`src/rtl/ghost_position_keeper.sv`:
```
// Authoritative ghost position: once per move period samples the steering proposal, checks bounds/grid/walls/direction, commits or rejects.
// Optional x-axis tunnel wrap enabled by defining GHOST_TUNNEL_WRAP_EN.

`ifndef WIDTH
`define WIDTH 640
`endif
`ifndef HEIGHT
`define HEIGHT 480
`endif
`ifndef TILE_COL_NUM
`define TILE_COL_NUM 32
`endif
`ifndef TILE_ROW_NUM
`define TILE_ROW_NUM 24
`endif
`ifndef DIR_UP
`define DIR_UP 2'd0
`endif
`ifndef DIR_DOWN
`define DIR_DOWN 2'd1
`endif
`ifndef DIR_LEFT
`define DIR_LEFT 2'd2
`endif
`ifndef DIR_RIGHT
`define DIR_RIGHT 2'd3
`endif

module ghost_position_keeper #(
    parameter int         TILE_SIZE   = 20,
    parameter int         MOVE_PERIOD = 5000000,
    parameter int         START_X     = 20,
    parameter int         START_Y     = 320,
    parameter logic [1:0] START_DIR   = `DIR_RIGHT
) (
    input  logic                                     clk,
    input  logic                                     reset,
    input  logic                                     freeze,
    input  logic [$clog2(`WIDTH)-1:0]                next_x,
    input  logic [$clog2(`HEIGHT)-1:0]               next_y,
    input  logic [1:0]                               ghost_direction,
    input  logic [`TILE_ROW_NUM*`TILE_COL_NUM-1:0]   tilemap_walls,
    output logic [$clog2(`WIDTH)-1:0]                x,
    output logic [$clog2(`HEIGHT)-1:0]               y,
    output logic [1:0]                               direction,
    output logic                                     moved,
    output logic                                     blocked
);

    localparam int XW   = $clog2(`WIDTH);
    localparam int YW   = $clog2(`HEIGHT);
    localparam int COLS = `TILE_COL_NUM;
    localparam int ROWS = `TILE_ROW_NUM;
    localparam int CW   = $clog2(COLS);
    localparam int RW   = $clog2(ROWS);
    localparam int IW   = $clog2(COLS * ROWS);
    localparam int KW   = (MOVE_PERIOD > 1) ? $clog2(MOVE_PERIOD) : 1;

    localparam logic [XW:0] X_MAX = (XW+1)'(`WIDTH - TILE_SIZE);
    localparam logic [YW:0] Y_MAX = (YW+1)'(`HEIGHT - TILE_SIZE);
`ifdef GHOST_TUNNEL_WRAP_EN
    localparam logic [XW:0] X_WRAP_R = (XW+1)'(`WIDTH);
    localparam logic [XW:0] X_WRAP_L = (XW+1)'((1 << XW) - TILE_SIZE);
`endif

    typedef enum logic [2:0] {
        S_IDLE,
        S_SAMPLE,
        S_CHECK,
        S_COMMIT,
        S_REJECT
    } state_t;

    state_t          state_q, state_d;
    logic [KW-1:0]   cnt_q, cnt_d;
    logic [XW-1:0]   x_q, x_d, px_q, px_d, tx_q, tx_d;
    logic [YW-1:0]   y_q, y_d, py_q, py_d, ty_q, ty_d;
    logic [1:0]      dir_q, dir_d, pd_q, pd_d;
    logic [CW-1:0]   col_q, col_d, tcol_q, tcol_d;
    logic [RW-1:0]   row_q, row_d, trow_q, trow_d;
    logic            moved_q, moved_d, blocked_q, blocked_d;

    logic [XW:0]     xe, pxe, tsx;
    logic [YW:0]     ye, pye, tsy;
    logic            same_x, same_y, geom_ok, dir_ok, wall_hit, legal;
    logic [XW-1:0]   tgt_x;
    logic [YW-1:0]   tgt_y;
    logic [CW-1:0]   tgt_col;
    logic [RW-1:0]   tgt_row;
    logic [IW-1:0]   wall_idx;

    assign xe     = {1'b0, x_q};
    assign pxe    = {1'b0, px_q};
    assign tsx    = (XW+1)'(TILE_SIZE);
    assign ye     = {1'b0, y_q};
    assign pye    = {1'b0, py_q};
    assign tsy    = (YW+1)'(TILE_SIZE);
    assign same_x = (px_q == x_q);
    assign same_y = (py_q == y_q);

    // Tile indices move by +-1 (or wrap) alongside the pixel position, so no divider is needed.
    always_comb begin
        geom_ok = 1'b0;
        dir_ok  = 1'b0;
        tgt_x   = x_q;
        tgt_y   = y_q;
        tgt_col = col_q;
        tgt_row = row_q;
        if (same_x && same_y) begin
            geom_ok = 1'b1;
            dir_ok  = 1'b1;
        end else if (same_y && (pxe == xe + tsx) && (pxe <= X_MAX)) begin
            geom_ok = 1'b1;
            dir_ok  = (pd_q == `DIR_RIGHT);
            tgt_x   = px_q;
            tgt_col = col_q + CW'(1);
        end else if (same_y && (xe >= tsx) && (pxe + tsx == xe)) begin
            geom_ok = 1'b1;
            dir_ok  = (pd_q == `DIR_LEFT);
            tgt_x   = px_q;
            tgt_col = col_q - CW'(1);
        end
`ifdef GHOST_TUNNEL_WRAP_EN
        else if (same_y && (xe == X_MAX) && (pxe == X_WRAP_R)) begin
            geom_ok = 1'b1;
            dir_ok  = (pd_q == `DIR_RIGHT);
            tgt_x   = '0;
            tgt_col = '0;
        end else if (same_y && (x_q == '0) && (pxe == X_WRAP_L)) begin
            geom_ok = 1'b1;
            dir_ok  = (pd_q == `DIR_LEFT);
            tgt_x   = XW'(`WIDTH - TILE_SIZE);
            tgt_col = CW'(COLS - 1);
        end
`endif
        else if (same_x && (pye == ye + tsy) && (pye <= Y_MAX)) begin
            geom_ok = 1'b1;
            dir_ok  = (pd_q == `DIR_DOWN);
            tgt_y   = py_q;
            tgt_row = row_q + RW'(1);
        end else if (same_x && (ye >= tsy) && (pye + tsy == ye)) begin
            geom_ok = 1'b1;
            dir_ok  = (pd_q == `DIR_UP);
            tgt_y   = py_q;
            tgt_row = row_q - RW'(1);
        end
    end

    assign wall_idx = IW'(tgt_row) * IW'(COLS) + IW'(tgt_col);
    assign wall_hit = tilemap_walls[wall_idx];
    assign legal    = geom_ok & dir_ok & ~wall_hit;

    always_comb begin
        state_d   = state_q;
        cnt_d     = cnt_q;
        x_d       = x_q;
        y_d       = y_q;
        dir_d     = dir_q;
        col_d     = col_q;
        row_d     = row_q;
        px_d      = px_q;
        py_d      = py_q;
        pd_d      = pd_q;
        tx_d      = tx_q;
        ty_d      = ty_q;
        tcol_d    = tcol_q;
        trow_d    = trow_q;
        moved_d   = 1'b0;
        blocked_d = 1'b0;

        // Counter keeps running through the move pipeline so attempts stay exactly one period apart.
        if (!freeze) begin
            cnt_d = (cnt_q == KW'(MOVE_PERIOD - 1)) ? '0 : cnt_q + KW'(1);
        end

        case (state_q)
            S_IDLE: begin
                if (!freeze && (cnt_q == KW'(MOVE_PERIOD - 1))) begin
                    state_d = S_SAMPLE;
                end
            end
            S_SAMPLE: begin
                px_d    = next_x;
                py_d    = next_y;
                pd_d    = ghost_direction;
                state_d = S_CHECK;
            end
            S_CHECK: begin
                tx_d    = tgt_x;
                ty_d    = tgt_y;
                tcol_d  = tgt_col;
                trow_d  = tgt_row;
                state_d = legal ? S_COMMIT : S_REJECT;
            end
            S_COMMIT: begin
                x_d     = tx_q;
                y_d     = ty_q;
                col_d   = tcol_q;
                row_d   = trow_q;
                dir_d   = pd_q;
                moved_d = 1'b1;
                state_d = S_IDLE;
            end
            S_REJECT: begin
                blocked_d = 1'b1;
                state_d   = S_IDLE;
            end
            default: state_d = S_IDLE;
        endcase
    end

    always_ff @(posedge clk or posedge reset) begin
        if (reset) begin
            state_q   <= S_IDLE;
            cnt_q     <= '0;
            x_q       <= XW'(START_X);
            y_q       <= YW'(START_Y);
            dir_q     <= START_DIR;
            col_q     <= CW'(START_X / TILE_SIZE);
            row_q     <= RW'(START_Y / TILE_SIZE);
            px_q      <= '0;
            py_q      <= '0;
            pd_q      <= '0;
            tx_q      <= '0;
            ty_q      <= '0;
            tcol_q    <= '0;
            trow_q    <= '0;
            moved_q   <= 1'b0;
            blocked_q <= 1'b0;
        end else begin
            state_q   <= state_d;
            cnt_q     <= cnt_d;
            x_q       <= x_d;
            y_q       <= y_d;
            dir_q     <= dir_d;
            col_q     <= col_d;
            row_q     <= row_d;
            px_q      <= px_d;
            py_q      <= py_d;
            pd_q      <= pd_d;
            tx_q      <= tx_d;
            ty_q      <= ty_d;
            tcol_q    <= tcol_d;
            trow_q    <= trow_d;
            moved_q   <= moved_d;
            blocked_q <= blocked_d;
        end
    end

    assign x         = x_q;
    assign y         = y_q;
    assign direction = dir_q;
    assign moved     = moved_q;
    assign blocked   = blocked_q;

endmodule
```
`config.mk`:
```
export PLATFORM = sky130hd
export DESIGN_NAME = ghost_position_keeper
export DESIGN_NICKNAME = d
export VERILOG_FILES = /design/src/rtl/ghost_position_keeper.sv
export SDC_FILE = /design/constraint.sdc
export NUM_CORES = 1
export LEC_CHECK = 0
export BUFFER_PORTS_ARGS = -buffer_cell sky130_fd_sc_hd__buf_2
export CAP_MARGIN = 40
export CORE_AREA = 3 3 313 315
export CTS_CLUSTER_DIAMETER = 60
export DETAILED_ROUTE_END_ITERATION = 10
export DIE_AREA = 0 0 316 318
export PLACE_DENSITY = 0.43
export RECOVER_POWER = 25
export SETUP_SLACK_MARGIN = 0.05
export SLEW_MARGIN = 20
export SYNTH_ARGS = -nofsm -noshare
export SYNTH_HDL_FRONTEND = slang
export SYNTH_SLANG_ARGS = --single-unit
```
`constraint.sdc`:
```
create_clock -name clk -period 4.77 [get_ports clk]
set_clock_uncertainty 0.15 [all_clocks]
set_input_delay 0.477 -clock clk [delete_from_list [all_inputs] [get_ports clk]]
set_output_delay 0.477 -clock clk [all_outputs]
set_load 0.02 [all_outputs]
```
==> results of run 1 <==
==> power groups by stage <==
stage	Sequential (mW)	Clock, mW	Combinational (mW)
floorplan	0.980	0	0.189
global placement	0.986	0	0.647
detailed placement	0.985	0	0.645
CTS	0.967	0.867	0.657
global route	0.972	0.904	0.715
finish	0.968	0.847	0.659
==> kinds of logic after synthesis <==
logic type,Yosys count
and+or+nand+nor,822
AOI/OAI and AO/OA,469
buffers and inverters,188
muxes,161
DFF,109
xor gates and xnor gates,66
adders and majority gates,12
==> Yosys cell counts (all sizes together) (22+ instances only) <==
cell type	instances
mux4	67
a211oi	70
nand2	453
nor3	30
o22ai	22
o21ai	64
xor2	26
a311oi	35
a31oi	48
and3	52
buf	91
a21oi	91
nand3	95
xnor2	40
clkbuf	78
mux2i	71
nor2	95
mux2	23
dfrtp	101
==> cell type report <==
cell class	count	area, um2
Clock buffer	10	239
Inverter	19	72.6
Antenna cell	22	55.1
Clock inverter	6	80.1
Multi-Input combinational cell	1530	11100
Tap cell	1265	1580
Fill cell	10682	71300
Timing Repair Buffer	1222	7990
Sequential cell	109	2740
==> routing by layer <==
| layer | vias to the layer above | GRT usage | wire length (um) |
|---|---|---|---|
| li1 | 8985 | - | - |
| met1 | 9612 | 0.274 | 47000 |
| met2 | 970 | 0.363 | 53300 |
| met3 | 133 | 0.0442 | 8770 |
| met4 | 20 | 0.0249 | 1870 |
| met5 | - | 0 | 129 |
==> stage by stage <==
step | hold WS (ns) | area (um2) | TNS (ns)
5_1_grt | 0.150 | 23800 | -1.97
6_report | 0.154 | 23800 | -1.41
3_3_place_gp | 0.299 | 21900 | -4.01
4_1_cts | 0.147 | 23400 | -1.63
3_5_place_dp | 0.299 | 22000 | -3.61
2_1_floorplan | 0.289 | 14100 | -0.00298
==> state kept, by name (all words and copies together), names as in the netlist, 9 cells and up <==
name   count
cnt_q     23
py_q       9
px_q      10
y          9
tx_q      10
x         10
ty_q       9
==> how the worst min path moves through the flow <==
| stage | to | slack (ns) |
|---|---|---|
| after floorplan | y[4] | 0.29 |
| after global placement | direction[1] | 0.30 |
| after detailed placement | direction[0] | 0.30 |
| after CTS | px_q[9] | 0.15 |
| after global routing | px_q[9] | 0.15 |
| final | px_q[9] | 0.15 |
==> layout by cell type (no fill, tap or decap), types with 52 or more instances in the layout <==
| master | n |
|---|---|
| buf_2 | 804 |
| nand2_1 | 442 |
| buf_4 | 321 |
| dfrtp_1 | 99 |
| nand3_1 | 92 |
| a21oi_1 | 86 |
| nor2_1 | 80 |
| mux2i_1 | 68 |
| mux4_2 | 66 |
| o21ai_0 | 56 |
| a211oi_1 | 52 |
==> critical path: cells and delay by family, from the launching register on <==
kind	cells	cell delay [ns]
compound gates	8	1.15
xor+xnor	1	0.14
fa+ha+maj	1	0.31
buf+inv	7	1.05
flops	1	0.58
simple gates	6	1.83
==> repair_timing <==
item	CTS	global route
hold endpoints to repair	18	0
pin swaps	34	37
hold buffers	1	0
gates cloned	7	1
setup endpoints to repair	3	3
buffers inserted	35	10
resized for setup	123	67
==> out/qor.yml, run 1 <==
critical_path:
  ff2ff_setup_slack_ns: -0.51
  cpPeakStageDelay_ns: 0.60
  endpoint_kind: "flop"
  ff2ff_path_depth: 23
  cp_max_fo: 9
  r2r_start: "x[2]"
  slowest_stage: "or4b_4"
  crit_top_cell: "buf_4"
  start_kind: "flop"
  rr_endpoint: "state_q[0]"
  critical_path_required_ns: 4.95
  cp_cell_sequence: "inv_1 > ha_1 > xnor2_1 > nand4_1 > or4b_4 > or2_4 > buf_6 > o211ai_1 > buf_4 > nand2_4 > buf_12 > buf_4 > a211oi_2 > a31oi_1 > a21oi_1 > a21oi_1 > or4_4 > o31ai_4 > buf_4 > a2111oi_4 > buf_4 > nor3b_2 > o21a_1"
  cp-startpoint: "x[2]"
  path_class: "reg -> reg"
  worstSetupEndpoint: "state_q[0]"
  cp.arrival_ns: 5.46
drt:
  drt_iter0_drc: 1632
  vias: 19720
  vias_per_cell: 4.71
  wire_per_inst_um: 26.6
  routed_wl_um: 111000
  dr.pass1.iters: 5
  drc: 0
  final_antenna_net_count: 0
global_routing:
  grtUsageTotal: 0.210
  grt_overflow_total: 0
  grt_pass1_wl_um: 150000
  first_global_vias: 19656
  antenna_found_initial: 67
  grt_max_degree: 48
power:
  power_leakage_nw: 11.0
  power_per_cell_area_mw_per_mm2: 104
  p_comb_frac: 0.266
  ir_drop_uv: 180
  finalPower_mw: 2.47
  p_int_mw: 1.75
  p_sw_mw: 0.730
  power_frac_seq: 0.391
  switching_share: 0.295
  clkPwrFrac: 0.342
sta:
  fin_crit_sh: 1.11
  maxSlewViolCount: 0
  rsz0062_at_grt: "true"
  worst_pin_slew_ns: 1.46
  fin_ws_ns: -0.514
  min_period_ns: 5.28
  fmax_mhz: 189
  hold_viol: 0
  slew_headroom: 0.0235
  setup_violations: 3
synth:
  synth_simple_gate_area_frac: 0.268
  netlist_instances: 1827
  synthXorXnorAreaFrac: 0.0444
  synth_compound_area_frac: 0.236
  synth_area_leaders: "dfrtp_1 (18%), nand2_1 (12%), mux4_2 (10%)"
  synth_top_area_cell: "dfrtp_1"
  synth_top_area_share: 0.181
  ys_seq_elements: 109
  synth_ff_type: "dfrtp_1"
  mappedNetlistArea_mm2: 0.0140
  yosysUniqueCellTypes: 91
  syn_nets: 2631
  yosysWarnings: 0
  async_reset_ff_frac: 1.00
  synth_edf_count: 0
  ys_seq_area_frac: 0.196
  synth_mux_area_frac: 0.178
  synth_top_family_by_area: "simple AND/OR/NAND/NOR gates"
  synth_fa_ha_area_frac: 0.0108
  synth.avg_cell_area_um2: 7.64
cts:
  clock_sinks: 109
  cts_buffers: 9
  clk_pin_slew_ns: 0.08
  cts-root-buf: "clkbuf_16"
  cts_tree: "done"
  clock_latency_ns: 0.38
  clock_path_buffers: 2
  htreeDepth: 3
cells_and_area:
  utilization: 0.250
  nets: 3695
  area_growth_pct: 70.7
  drive_gt1_frac: 0.507
  fin_cells: 4183
placed_design:
  dp_slack_ns: -1.25
  finalWeightedCongestion: 0.914
  dpl.hpwl_um: 93500
  port_buffers: 814
  placed_cells: 4092
hold_path:
  hp-class: "in -> reg"
  whs_path_depth: 3
  hp-start: "next_x[9]"
floorplan:
  rows: 113
  die_y_um: 318
  start_util: 0.147
  io_pins: 815
  fp.coreArea_mm2: 0.0952
  die_width_um: 316
  fp.dieArea_mm2: 0.100
run_status:
  status: "finished, violations left"
  violations: "setup timing"
run:
  cap_violations: 0
Note: power is estimated with default switching activity, not from simulation.
==> run 2, diff against run 1 <==
--- a/config.mk
+++ b/config.mk
@@ -7,10 +7,10 @@
 export LEC_CHECK = 0
 export BUFFER_PORTS_ARGS = -buffer_cell sky130_fd_sc_hd__buf_2
 export CAP_MARGIN = 40
-export CORE_AREA = 3 3 313 315
+export CORE_AREA = 3 3 319 321
 export CTS_CLUSTER_DIAMETER = 60
 export DETAILED_ROUTE_END_ITERATION = 10
-export DIE_AREA = 0 0 316 318
+export DIE_AREA = 0 0 322 324
 export PLACE_DENSITY = 0.43
 export RECOVER_POWER = 25
 export SETUP_SLACK_MARGIN = 0.05
==> out/qor.yml, run 2 (synthesis gave the netlist of run 1 again) <==
run_status:
  status: "finished, violations left"  # unchanged
  violations: "capacitance limit, slew limit, setup timing"  # was setup timing
sta:
  min_period_ns: 5.18  # was 5.28 ns
  slew_headroom: -0.497  # was 0.0235
  worst_pin_slew_ns: 2.23  # was 1.46 ns
  fmax_mhz: 193  # was 189 MHz
  setup-tns-final_ns: -1.10  # was -1.41 ns
  maxSlewViolCount: 77  # was 0
  fin_ws_ns: -0.409  # was -0.514 ns
  rsz0062_at_grt: "true"  # unchanged
  hold_viol: 0  # unchanged
  fin_crit_sh: 1.09  # was 1.11
  setup_violations: 3  # unchanged
  hold_ws_ns: 0.166  # was 0.154 ns
power:
  p_int_mw: 1.73  # was 1.75 mW
  switching_share: 0.299  # was 0.295
  power_leakage_nw: 11.1  # was 11.0 nW
  ir_drop_uv: 149  # was 180 uV
  power_frac_seq: 0.392  # was 0.391
  p_comb_frac: 0.271  # was 0.266
  clkPwrFrac: 0.337  # was 0.342
  p_sw_mw: 0.739  # was 0.730 mW
  power_per_cell_area_mw_per_mm2: 103  # was 104 mW/mm2
cts:
  clk_pin_slew_ns: 0.09  # was 0.08 ns
  htreeDepth: 3  # unchanged
  clock_latency_ns: 0.39  # was 0.38 ns
  cts_tree: "done"  # unchanged
  cts-root-buf: "clkbuf_16"  # unchanged
  cts_buffers: 9  # unchanged
  clock_path_buffers: 2  # unchanged
  clock_sinks: 109  # unchanged
drt:
  vias_per_cell: 4.60  # was 4.71
  final_antenna_net_count: 0  # unchanged
  drc: 0  # unchanged
  dr.pass1.iters: 5  # unchanged
  drt_iter0_drc: 1480  # was 1632
  routed_wl_um: 110000  # was 111000 um
  wire_per_inst_um: 25.9  # was 26.6 um
  vias: 19464  # was 19.7k
cells_and_area:
  fin_cells: 4235  # was 4183
  area_growth_pct: 72.5  # was 70.7%
  utilization: 0.242  # was 0.250
  largest_reg_flops: 23  # unchanged
  final_area_mm2: 0.0241  # was 0.0238 mm2
  final_cell_mix: "buf_2 (815), nand2_1 (444), buf_4 (351)"  # was buf_2 (804), nand2_1 (442), buf_4 (321)
  largest-register: "cnt_q"  # unchanged
  drive_gt1_frac: 0.516  # was 0.507
  nets: 3716  # was 3695
  mostFrequentLayoutCell: "buf_2"  # unchanged
global_routing:
  grt_pass1_wl_um: 148000  # was 150000 um
  antenna_found_initial: 66  # was 67
  grtUsageTotal: 0.201  # was 0.210
  grt_max_degree: 47  # was 48
  first_global_vias: 19295  # was 19.7k
  grt_overflow_total: 0  # unchanged
placed_design:
  place_area_mm2: 0.0223  # was 0.0220 mm2
  dpl.hpwl_um: 93600  # was 93500 um
  finalWeightedCongestion: 0.889  # was 0.914
  placed_cells: 4152  # was 4092
  port_buffers: 814  # unchanged
floorplan:
  rows: 116  # was 113
  fp.coreArea_mm2: 0.0996  # was 0.0952 mm2
  die_y_um: 324  # was 318 um
  fp.dieArea_mm2: 0.104  # was 0.100 mm2
  io_pins: 815  # unchanged
  die_width_um: 322  # was 316 um
  start_util: 0.140  # was 0.147
critical_path:
  critical_path_required_ns: 4.90  # was 4.95 ns
  cp_max_fo: 7  # was 9
  cp.arrival_ns: 5.31  # was 5.46 ns
  path_class: "reg -> reg"  # unchanged
  endpoint_kind: "flop"  # unchanged
  start_kind: "flop"  # unchanged
run:
  cap_violations: 2  # was 0
hold_path:
  hp-class: "in -> reg"  # unchanged
run 2: cell count changes in the layout (fill, tap and decap cells not counted), sizes merged:
cell and delta:
clkinv -1, diode -2, clkinvlp +1, bufbuf -2, dlygate4sd3 -1, buf +34
clkbuf -10
run 2: per-layer routing:
| metal | GRT usage | up-vias | routed length (um) |
|---|---|---|---|
| li1 | - | 9045 | - |
| met1 | 0.260 | 9454 | 46300 |
| met2 | 0.346 | 823 | 52800 |
| met3 | 0.0498 | 104 | 8910 |
| met4 | 0.0227 | 38 | 1640 |
| met5 | 0 | - | 243 |
run 2: final timing paths:
kind / cells past startpoint / endpoint / slack (ns) / from
worst max-delay path: 19 / state_q[0] / -0.41 / y[6]
worst min-delay path: 2 / px_q[6] / 0.17 / next_x[6]
worst max register to register: 19 / state_q[0] / -0.41 / y[6]
min in group asynchronous: 2 / x[9] / 0.54 / reset
worst min register to register: 2 / direction[0] / 0.31 / direction[0]
max in group asynchronous: 3 / px_q[2] / 1.32 / reset
run 2: worst max-delay path, cell delays in order, from the launching register on:
cell and delay, ns:
dfstp_2 0.57, xor2_2 0.08, or3_4 0.35, nor4b_4 0.31, or4b_4 0.55, buf_8 0.16, o22ai_4 0.28, buf_12 0.15
xnor2_4 0.12, buf_12 0.20, buf_12 0.13, mux4_2 0.37, nor3_1 0.06, or4_4 0.51, a31oi_4 0.17, a31oi_1 0.11
buf_4 0.15, a2111oi_4 0.38, nor3b_2 0.09, o21a_1 0.17
run 2: what timing repair did:
item,in CTS,in global routing
endpoints found under the setup margin,3,3
resized for setup,115,49
hold buffers,0,0
setup buffers,40,4
pin swaps,43,23
cloned,4,0
run 2: final cells by class:
type | instances | area, um2
Antenna cell | 20 | 50.0
Tap cell | 1298 | 1620
Clock inverter | 6 | 72.6
Timing Repair Buffer | 1243 | 8130
Clock buffer | 10 | 229
Inverter | 19 | 72.6
Fill cell | 11119 | 75500
Sequential cell | 109 | 2740
Multi-Input combinational cell | 1530 | 11200
run 2: power groups by stage:
stage          clock (mW)  combinational [mW]  sequential, mW
6_report            0.833               0.670           0.969
5_1_grt             0.889               0.731           0.972
4_1_cts             0.863               0.673           0.968
3_5_place_dp            0               0.654           0.985
3_3_place_gp            0               0.653           0.987
2_1_floorplan           0               0.189           0.980
run 2: metrics by stage:
stage | setup WS [ns] | total power [mW]
after global routing | -0.630 | 2.59
final | -0.409 | 2.47
after CTS | -0.539 | 2.50
after detailed placement | -1.27 | 1.64
after global placement | -1.46 | 1.64
after floorplan | -0.00298 | 1.17
